`src/rtl/uart_tx_if.sv`:
```
// Byte handshake and line-side signals of the UART transmitter.
// master: byte producer; slave: uart_tx.
interface uart_tx_if;
  logic [7:0] data_in;
  logic       valid_in;
  logic       ready;
  logic       tx;
  logic       busy;

  modport master (output data_in, output valid_in, input ready, input tx, input busy);
  modport slave  (input data_in, input valid_in, output ready, output tx, output busy);
endinterface

```
`src/rtl/uart_tx.sv`:
```
// Fixed-baud UART transmitter: 8N1, LSB first, valid/ready byte intake.
// Optional feature macro: UART_TX_PARITY_EN inserts a parity bit (even, or
// odd when PARITY_ODD=1) between data bit 7 and the stop bit.
module uart_tx #(
  parameter int unsigned CLK_FREQ   = 100_000_000,
  parameter int unsigned BAUD       = 115200,
  parameter int unsigned BIT_PERIOD = CLK_FREQ / BAUD,
  parameter int unsigned PARITY_ODD = 0
) (
  input  logic      clk,
  input  logic      rst_n,
  uart_tx_if.slave  bus
);

  localparam int unsigned BAUD_W = (BIT_PERIOD > 1) ? $clog2(BIT_PERIOD) : 1;
  localparam logic [BAUD_W-1:0] BAUD_LAST = BAUD_W'(BIT_PERIOD - 1);

  // Reject configurations the bit timing cannot honour.
  if (BIT_PERIOD < 2) begin : g_bad_period
    $error("uart_tx: BIT_PERIOD must be >= 2");
  end
  if (PARITY_ODD > 1) begin : g_bad_parity
    $error("uart_tx: PARITY_ODD must be 0 or 1");
  end

  typedef enum logic [2:0] {
    S_IDLE,
    S_START,
    S_DATA,
`ifdef UART_TX_PARITY_EN
    S_PARITY,
`endif
    S_STOP
  } state_t;

  state_t            state;
  logic [BAUD_W-1:0] baud;
  logic [2:0]        bit_idx;
  logic [7:0]        shreg;
  logic              tx_q;
  logic              ready_q;
  logic              busy_q;
`ifdef UART_TX_PARITY_EN
  logic              par;
`endif
  logic              bit_done_c;

  // Last clock of the current bit period.
  assign bit_done_c = (baud == BAUD_LAST);

  // Frame sequencer with registered line and handshake outputs.
  always_ff @(posedge clk) begin
    if (!rst_n) begin
      state   <= S_IDLE;
      baud    <= '0;
      bit_idx <= '0;
      shreg   <= '0;
      tx_q    <= 1'b1;
      ready_q <= 1'b1;
      busy_q  <= 1'b0;
`ifdef UART_TX_PARITY_EN
      par     <= 1'b0;
`endif
    end else begin
      case (state)
        S_IDLE: begin
          baud <= '0;
          if (bus.valid_in && ready_q) begin
            shreg   <= bus.data_in;
`ifdef UART_TX_PARITY_EN
            par     <= (^bus.data_in) ^ 1'(PARITY_ODD);
`endif
            bit_idx <= '0;
            tx_q    <= 1'b0;
            ready_q <= 1'b0;
            busy_q  <= 1'b1;
            state   <= S_START;
          end
        end
        S_START: begin
          if (bit_done_c) begin
            baud    <= '0;
            bit_idx <= '0;
            tx_q    <= shreg[0];
            state   <= S_DATA;
          end else begin
            baud <= baud + BAUD_W'(1);
          end
        end
        S_DATA: begin
          if (bit_done_c) begin
            baud <= '0;
            if (bit_idx == 3'd7) begin
`ifdef UART_TX_PARITY_EN
              tx_q  <= par;
              state <= S_PARITY;
`else
              tx_q  <= 1'b1;
              state <= S_STOP;
`endif
            end else begin
              // Next line bit is the one that becomes shreg[0] after the shift.
              shreg   <= {1'b0, shreg[7:1]};
              tx_q    <= shreg[1];
              bit_idx <= bit_idx + 3'd1;
            end
          end else begin
            baud <= baud + BAUD_W'(1);
          end
        end
`ifdef UART_TX_PARITY_EN
        S_PARITY: begin
          if (bit_done_c) begin
            baud  <= '0;
            tx_q  <= 1'b1;
            state <= S_STOP;
          end else begin
            baud <= baud + BAUD_W'(1);
          end
        end
`endif
        S_STOP: begin
          if (bit_done_c) begin
            baud    <= '0;
            ready_q <= 1'b1;
            busy_q  <= 1'b0;
            state   <= S_IDLE;
          end else begin
            baud <= baud + BAUD_W'(1);
          end
        end
        default: begin
          baud    <= '0;
          tx_q    <= 1'b1;
          ready_q <= 1'b1;
          busy_q  <= 1'b0;
          state   <= S_IDLE;
        end
      endcase
    end
  end

  assign bus.tx    = tx_q;
  assign bus.ready = ready_q;
  assign bus.busy  = busy_q;

endmodule

```
`src/flat_wrapper.sv`:
```
// flat-port wrapper written by rule: the top's interface ports become plain ports
module uart_tx_flat 
#(
  parameter int unsigned CLK_FREQ   = 100_000_000,
  parameter int unsigned BAUD       = 115200,
  parameter int unsigned BIT_PERIOD = CLK_FREQ / BAUD,
  parameter int unsigned PARITY_ODD = 0
)
  (clk, rst_n, bus_data_in, bus_valid_in, bus_ready, bus_tx, bus_busy);
  uart_tx_if bus_i ();
  input  logic clk;
  input  logic rst_n;
  input wire logic [$bits(bus_i.data_in)-1:0] bus_data_in;
  input wire logic [$bits(bus_i.valid_in)-1:0] bus_valid_in;
  output wire logic [$bits(bus_i.ready)-1:0] bus_ready;
  output wire logic [$bits(bus_i.tx)-1:0] bus_tx;
  output wire logic [$bits(bus_i.busy)-1:0] bus_busy;
  assign bus_i.data_in = bus_data_in;
  assign bus_i.valid_in = bus_valid_in;
  assign bus_ready = bus_i.ready;
  assign bus_tx = bus_i.tx;
  assign bus_busy = bus_i.busy;
  uart_tx #(.CLK_FREQ(CLK_FREQ), .BAUD(BAUD), .BIT_PERIOD(BIT_PERIOD), .PARITY_ODD(PARITY_ODD)) u_core (.clk(clk), .rst_n(rst_n), .bus(bus_i));
endmodule
```
`config.mk`:
```
export PLATFORM = sky130hd
export DESIGN_NAME = uart_tx_flat
export DESIGN_NICKNAME = d
export VERILOG_FILES = /design/src/rtl/uart_tx_if.sv /design/src/rtl/uart_tx.sv /design/src/flat_wrapper.sv
export SDC_FILE = /design/constraint.sdc
export NUM_CORES = 1
export LEC_CHECK = 0
export CORE_AREA = 2 2 52 54
export DETAILED_ROUTE_END_ITERATION = 16
export DIE_AREA = 0 0 54 56
export GPL_TIMING_DRIVEN = 0
export PLACE_DENSITY = 0.88
export RECOVER_POWER = 25
export SYNTH_ARGS = -nofsm -noshare
export SYNTH_HDL_FRONTEND = slang
export SYNTH_SLANG_ARGS = --single-unit
```
`constraint.sdc`:
```
create_clock -name clk -period 4.84 [get_ports clk]
set_input_delay 1.452 -clock clk [delete_from_list [all_inputs] [get_ports clk]]
set_output_delay 1.452 -clock clk [all_outputs]
set_load 0.1 [all_outputs]
```
## Yosys cells after proc, flatten, opt, wreduce, memory -nomap -nowiden

Cells that the tools add are included.
W data, S select, Z words.

- Shifts and indexed selects: 0
- Equality and inequality tests: 11
- Reductions and logical operators: 12
- Divide/modulo/power cells: 0
- Multipliers: 0
- $lt $le $gt $ge: 0
- Mux-type cells: 24
- Bitwise gates (word level): 4
- $add $sub $neg: 2

Operators by type and width:

| cell | count |
|---|---|
| $mux W3 | 8 |
| $mux W8 | 3 |
| $pmux W8 S2 | 1 |
| $pmux W3 S4 | 1 |
| $add A10 B1 Y10 const B | 1 |
| $eq A10 B10 Y1 const B | 1 |
| $ne A2 B1 Y1 const B | 5 |
| $reduce_and A5 Y1 | 2 |
| $pmux W3 S3 | 1 |
| $reduce_and A4 Y1 | 2 |
| $mux W1 | 7 |
| $eq A3 B2 Y1 const B | 2 |
| $pmux W1 S3 | 2 |
| $reduce_or A3 Y1 | 2 |
| $not A1 Y1 | 4 |
| $pmux W1 S4 | 1 |
| $add A3 B1 Y3 const B | 1 |
| $eq A3 B1 Y1 const B | 1 |
| $eq A3 B3 Y1 const B | 1 |
| $logic_not A3 Y1 | 1 |
| $reduce_and A3 Y1 | 1 |
| $reduce_bool A3 Y1 | 1 |
| $ne A2 B2 Y1 const B | 1 |
| $reduce_bool A2 Y1 | 1 |
| 2 further kinds | 2 |

- Memories: 0
- Word-level logic and storage cells: 60
- Bits of input ports: 11
- Output and inout bits: 3
- Bits in writable memories: 0
- Latch bits: 0
- Register bits: 27
- ROM bits: 0

## Longest topological paths before layout

- Depth after elaboration: 4
- Mapped depth: 7
- Gate-level depth less buffers: 6

## Worst setup path before layout

No wires, ideal clock.

- Kind: in2reg
- Start point: input bus_valid_in
- End point: register u_core.busy_q (netlist: u_core.bus.busy)
- Cell stages on the path: 4
- Data arrival time: 2.306 ns
- Setup time: 0.116 ns
- Path slack: 2.418 ns
- Required time: 4.724 ns
- Buffers on the path: 0
- Path through: a21boi_0 nor2_1 and4_1 a31o_2

- Longest elaborated chain between the ends: 3

Ends and longest elaborated chain:

| what | line | text |
|---|---|---|
| start, declared | flat_wrapper.sv:14 | `input wire logic [$bits(bus_i.valid_in)-1:0] bus_valid_in;` |
| $logic_and A1 B1 Y1 | uart_tx.sv:68 | `if (bus.valid_in && ready_q) begin` |
| $ne A2 B1 Y1 (no line) | - |  |
| $reduce_and A3 Y1 (no line) | - |  |
| end signal, assigned | uart_tx.sv:60 | `busy_q <= 1'b0;` |
| end signal, assigned | uart_tx.sv:76 | `busy_q <= 1'b1;` |
| end signal, assigned | uart_tx.sv:126 | `busy_q <= 1'b0;` |
| end, declared | uart_tx.sv:42 | `logic busy_q;` |

No other way between the ends.
A chain may end at the register's enable or synchronous reset.

## Worst setup path in the final report

- Start point: register u_core.ready_q (netlist: u_core.bus.ready)
- End point: output bus_ready

RTL lines:

| what | line | text |
|---|---|---|
| start, declared | uart_tx.sv:41 | `logic ready_q;` |
| start signal, assigned | uart_tx.sv:59 | `ready_q <= 1'b1;` |
| start signal, assigned | uart_tx.sv:75 | `ready_q <= 1'b0;` |
| start signal, assigned | uart_tx.sv:125 | `ready_q <= 1'b1;` |
| end, declared | flat_wrapper.sv:15 | `output wire logic [$bits(bus_i.ready)-1:0] bus_ready;` |

No word-level cell between the ends.

==> results.sh <==
export IMPL_status="complete, no violations"
export IMPL_clkTransAtPathRegs_ps=150
export IMPL_slowest_stage="clkdlybuf4s50_1"
export IMPL_worstSkewPairLatency_ps=330
export IMPL_synth_area_leaders="dfxtp_1, ha_1, mux2i_1"
export IMPL_rsz0062_at_grt="false"
export IMPL_cts_inserted_buffers=3
export IMPL_fp_dieH_um=56
export IMPL_grt_util_all_layers_pct=20.1
export IMPL_worst_path_stages=1
export IMPL_tns_ps=0
export IMPL_grt_start_max_net_pins=16
export IMPL_cts_tree="yes"
export IMPL_reg2reg_from="u_core.bit_idx[0]$_SDFFE_PN0P_"
export IMPL_first_pass_iters=5
export IMPL_power_density_nw_per_um2=544
export IMPL_crit_chain="clkdlybuf4s50_1"
export IMPL_critPathBufInv=1
export IMPL_worstHoldEndpoint="u_core.baud[0]$_SDFF_PP0_"
export IMPL_routedWlPerCell_um=14.2
export IMPL_synth_ff_type="dfxtp_1"
export IMPL_final_area_um2=1590
export IMPL_min_from="u_core.baud[0]$_SDFF_PP0_"
export IMPL_relSlewSlack_pct=34.8
export IMPL_cts_resized=0
export IMPL_synth_distinct_cells=40
export IMPL_fin_util_pct=65.4
export IMPL_syn_to_final_growth_pct=15.2
export IMPL_hold_viol_final=0
export IMPL_r2r_end="u_core.shreg[5]$_SDFFE_PN0P_"
export IMPL_grt_pass1_wl_mm=4.66
export IMPL_fin_crit_sh_pct=69.1
export IMPL_synth_top_area_share_pct=37.7
export IMPL_die_area_um2=3020
export IMPL_cap_viol_max_count=0
export IMPL_critPathTopFamily="buffers and inverters"
export IMPL_max_stage_delay_ps=1150
export IMPL_cts_setup_buffers=0
export IMPL_hold_path_class="flop to flop"
export IMPL_fin_nets=184
export IMPL_combPwrFrac_pct=49.3
export IMPL_fin_cells=194
export IMPL_placed_area_um2=1550
export IMPL_drt_wl_total_mm=2.75
export IMPL_clock_root_buffer="clkbuf_4"
export IMPL_seq_area_frac_synth_pct=37.7
export IMPL_path_class="flop to primary output"
export IMPL_leakagePower_uw=0.000594
export IMPL_grt_pass1_vias=1100
export IMPL_p_int_uw=507
export IMPL_critPathMaxFanout=4
export IMPL_cp_end_kind="primary output"
export IMPL_ys_warn_count=0
export IMPL_fin_crit_ps=3340
export IMPL_initialDrtViolationCount=52
export IMPL_reg2reg_depth=7
export IMPL_worstMarginPinSlew_ps=975
export IMPL_grt_overflow=0
export IMPL_async_reset_ff_share_pct=0
export IMPL_setup_violations=0
export IMPL_pwr_share_clk_pct=17.4
export IMPL_p_total_uw=867
export IMPL_grt_antenna_before_repair=0
export IMPL_synth_edf_count=0
export IMPL_rrSetupSlack_ps=2840
export IMPL_syn_num_nets=166
export IMPL_syn_cell_area_um2=1380
export IMPL_synth_area_leader_cell="dfxtp_1"
export IMPL_vdd_ir_drop_worst_v=0.000481
export IMPL_worstHoldPathCells=1
export IMPL_placed_cells=190
export IMPL_drive_gt1_share_pct=7.93
export IMPL_cts_buffer_depth=2
export IMPL_die_w_um=54
export IMPL_synth_most_common_cell="dfxtp_1"
export IMPL_seqPwrFrac_pct=33.3
export IMPL_ant_nets=0
export IMPL_vias=1152
export IMPL_place_hpwl_mm=2.07
export IMPL_port_buffers=13
export IMPL_antenna_cells=0
export IMPL_htreeDepth=1
export IMPL_slew_viol_final=0
export IMPL_via_per_inst=5.94
export IMPL_p_sw_uw=360
export IMPL_start_kind="flop"
export IMPL_synthTopCellsByCount="dfxtp_1, nor2_1, nand2_1, a21oi_1, mux2i_1"
export IMPL_gp_congestion=0.788
export IMPL_ios=14
export IMPL_rows=18
export IMPL_drc=0
export IMPL_initial_core_util_pct=56.8
export IMPL_critPathArrivalTime_ps=1890
export IMPL_cts_sinks=26
export IMPL_required_ps=3390
export IMPL_core_area_um2=2430
export IMPL_synthCells=147
export IMPL_cts_hold_buffers=0
export IMPL_switching_share_pct=41.5
export IMPL_finClkSkew_ps=12.8
export IMPL_syn_area_per_cell_um2=9.40
export IMPL_ys_ff_latch=26
export IMPL_fmax_mhz=299
[per-stage QoR]
step | hold slack, ps | setup slack (ps)
after floorplan | 430 | 2420
after global placement | 443 | 1790
after detailed placement | 468 | 1760
after CTS | 501 | 1480
after global routing | 529 | 1440
final | 491 | 1500
[flip-flops by register name, indices dropped and copies added (netlist names)]
signal            cells
u_core.bus.ready      1
u_core.shreg          8
u_core.bus.busy       1
u_core.bus.tx         1
u_core.baud          10
u_core.bit_idx        3
u_core.state          2
[cell usage in the layout (no fill, tap or decap), drive strengths merged, types with 2 or more instances in the layout]
cell type      synthesis  layout
o41ai                  2       2
xor2                   2       2
and4                   2       2
nand2b                 3       3
a311oi                 8       8
nand2                 12      12
dfxtp                 26      26
a21boi                 2       2
nor3                   4       4
o211ai                 2       2
nand4                  2       2
or3                    3       3
or2                    2       2
nand3                  4       4
inv                    7       7
xnor2                  5       5
ha                     8       8
clkdlybuf4s50          0      11
clkbuf                 2       5
a21oi                 11      11
o21ai                  2       2
mux2i                  9       9
nor2                  13      13
buf                    3       3
dlygate4sd3            0       2
o21a                   2       2
[metal layers]
| layer | vias up | GRT usage, % | part of all wire [%] |
|---|---|---|---|
| met5 | - | 0 | 0 |
| met4 | 0 | 6.07 | 1.2 |
| met3 | 6 | 5.65 | 6.0 |
| met2 | 41 | 33.3 | 49 |
| met1 | 534 | 24.7 | 44 |
| li1 | 571 | - | - |
[power by group through the flow]
stage	clock network [uW]	registers, uW	logic [uW]
2_1_floorplan	0	350	283
3_3_place_gp	0	289	417
3_5_place_dp	0	293	431
4_1_cts	154	288	434
5_1_grt	160	294	468
6_report	151	289	427
[kinds of logic (layout without fill, tap and decap cells)]
group / after synthesis / after routing / synth area share [%]
and+or+nand+nor: 51 / 51 / 21.3
AOI/OAI and AO/OA: 33 / 33 / 17.9
DFF: 26 / 26 / 37.7
buffers and inverters: 13 / 30 / 4.89
muxes: 9 / 9 / 6.52
adders and majority gates: 8 / 8 / 7.25
xor gates and xnor gates: 7 / 7 / 4.44
[worst max path at each step]
stage / start / endpoint / slack (ps)
final: u_core.bus.ready$_SDFFE_PN1P_ / bus_ready / 1500
after global routing: u_core.bus.ready$_SDFFE_PN1P_ / bus_ready / 1440
after CTS: u_core.bus.ready$_SDFFE_PN1P_ / bus_ready / 1480
after detailed placement: rst_n / u_core.baud[6]$_SDFF_PP0_ / 1760
after global placement: rst_n / u_core.baud[2]$_SDFF_PP0_ / 1790
after floorplan: bus_valid_in / u_core.bus.busy$_SDFFE_PN0P_ / 2420
[cell type report]
type / instances / area (um2)
clock inverters: 1 / 30.0
plain buffers: 5 / 27.5
well taps: 30 / 37.5
clock buffers: 3 / 22.5
flip-flops and latches: 26 / 520
fillers: 210 / 841
inverters: 8 / 30.0
repair buffers: 13 / 130
multi-input cells: 108 / 793
Note: power is estimated with default switching activity, not from simulation.
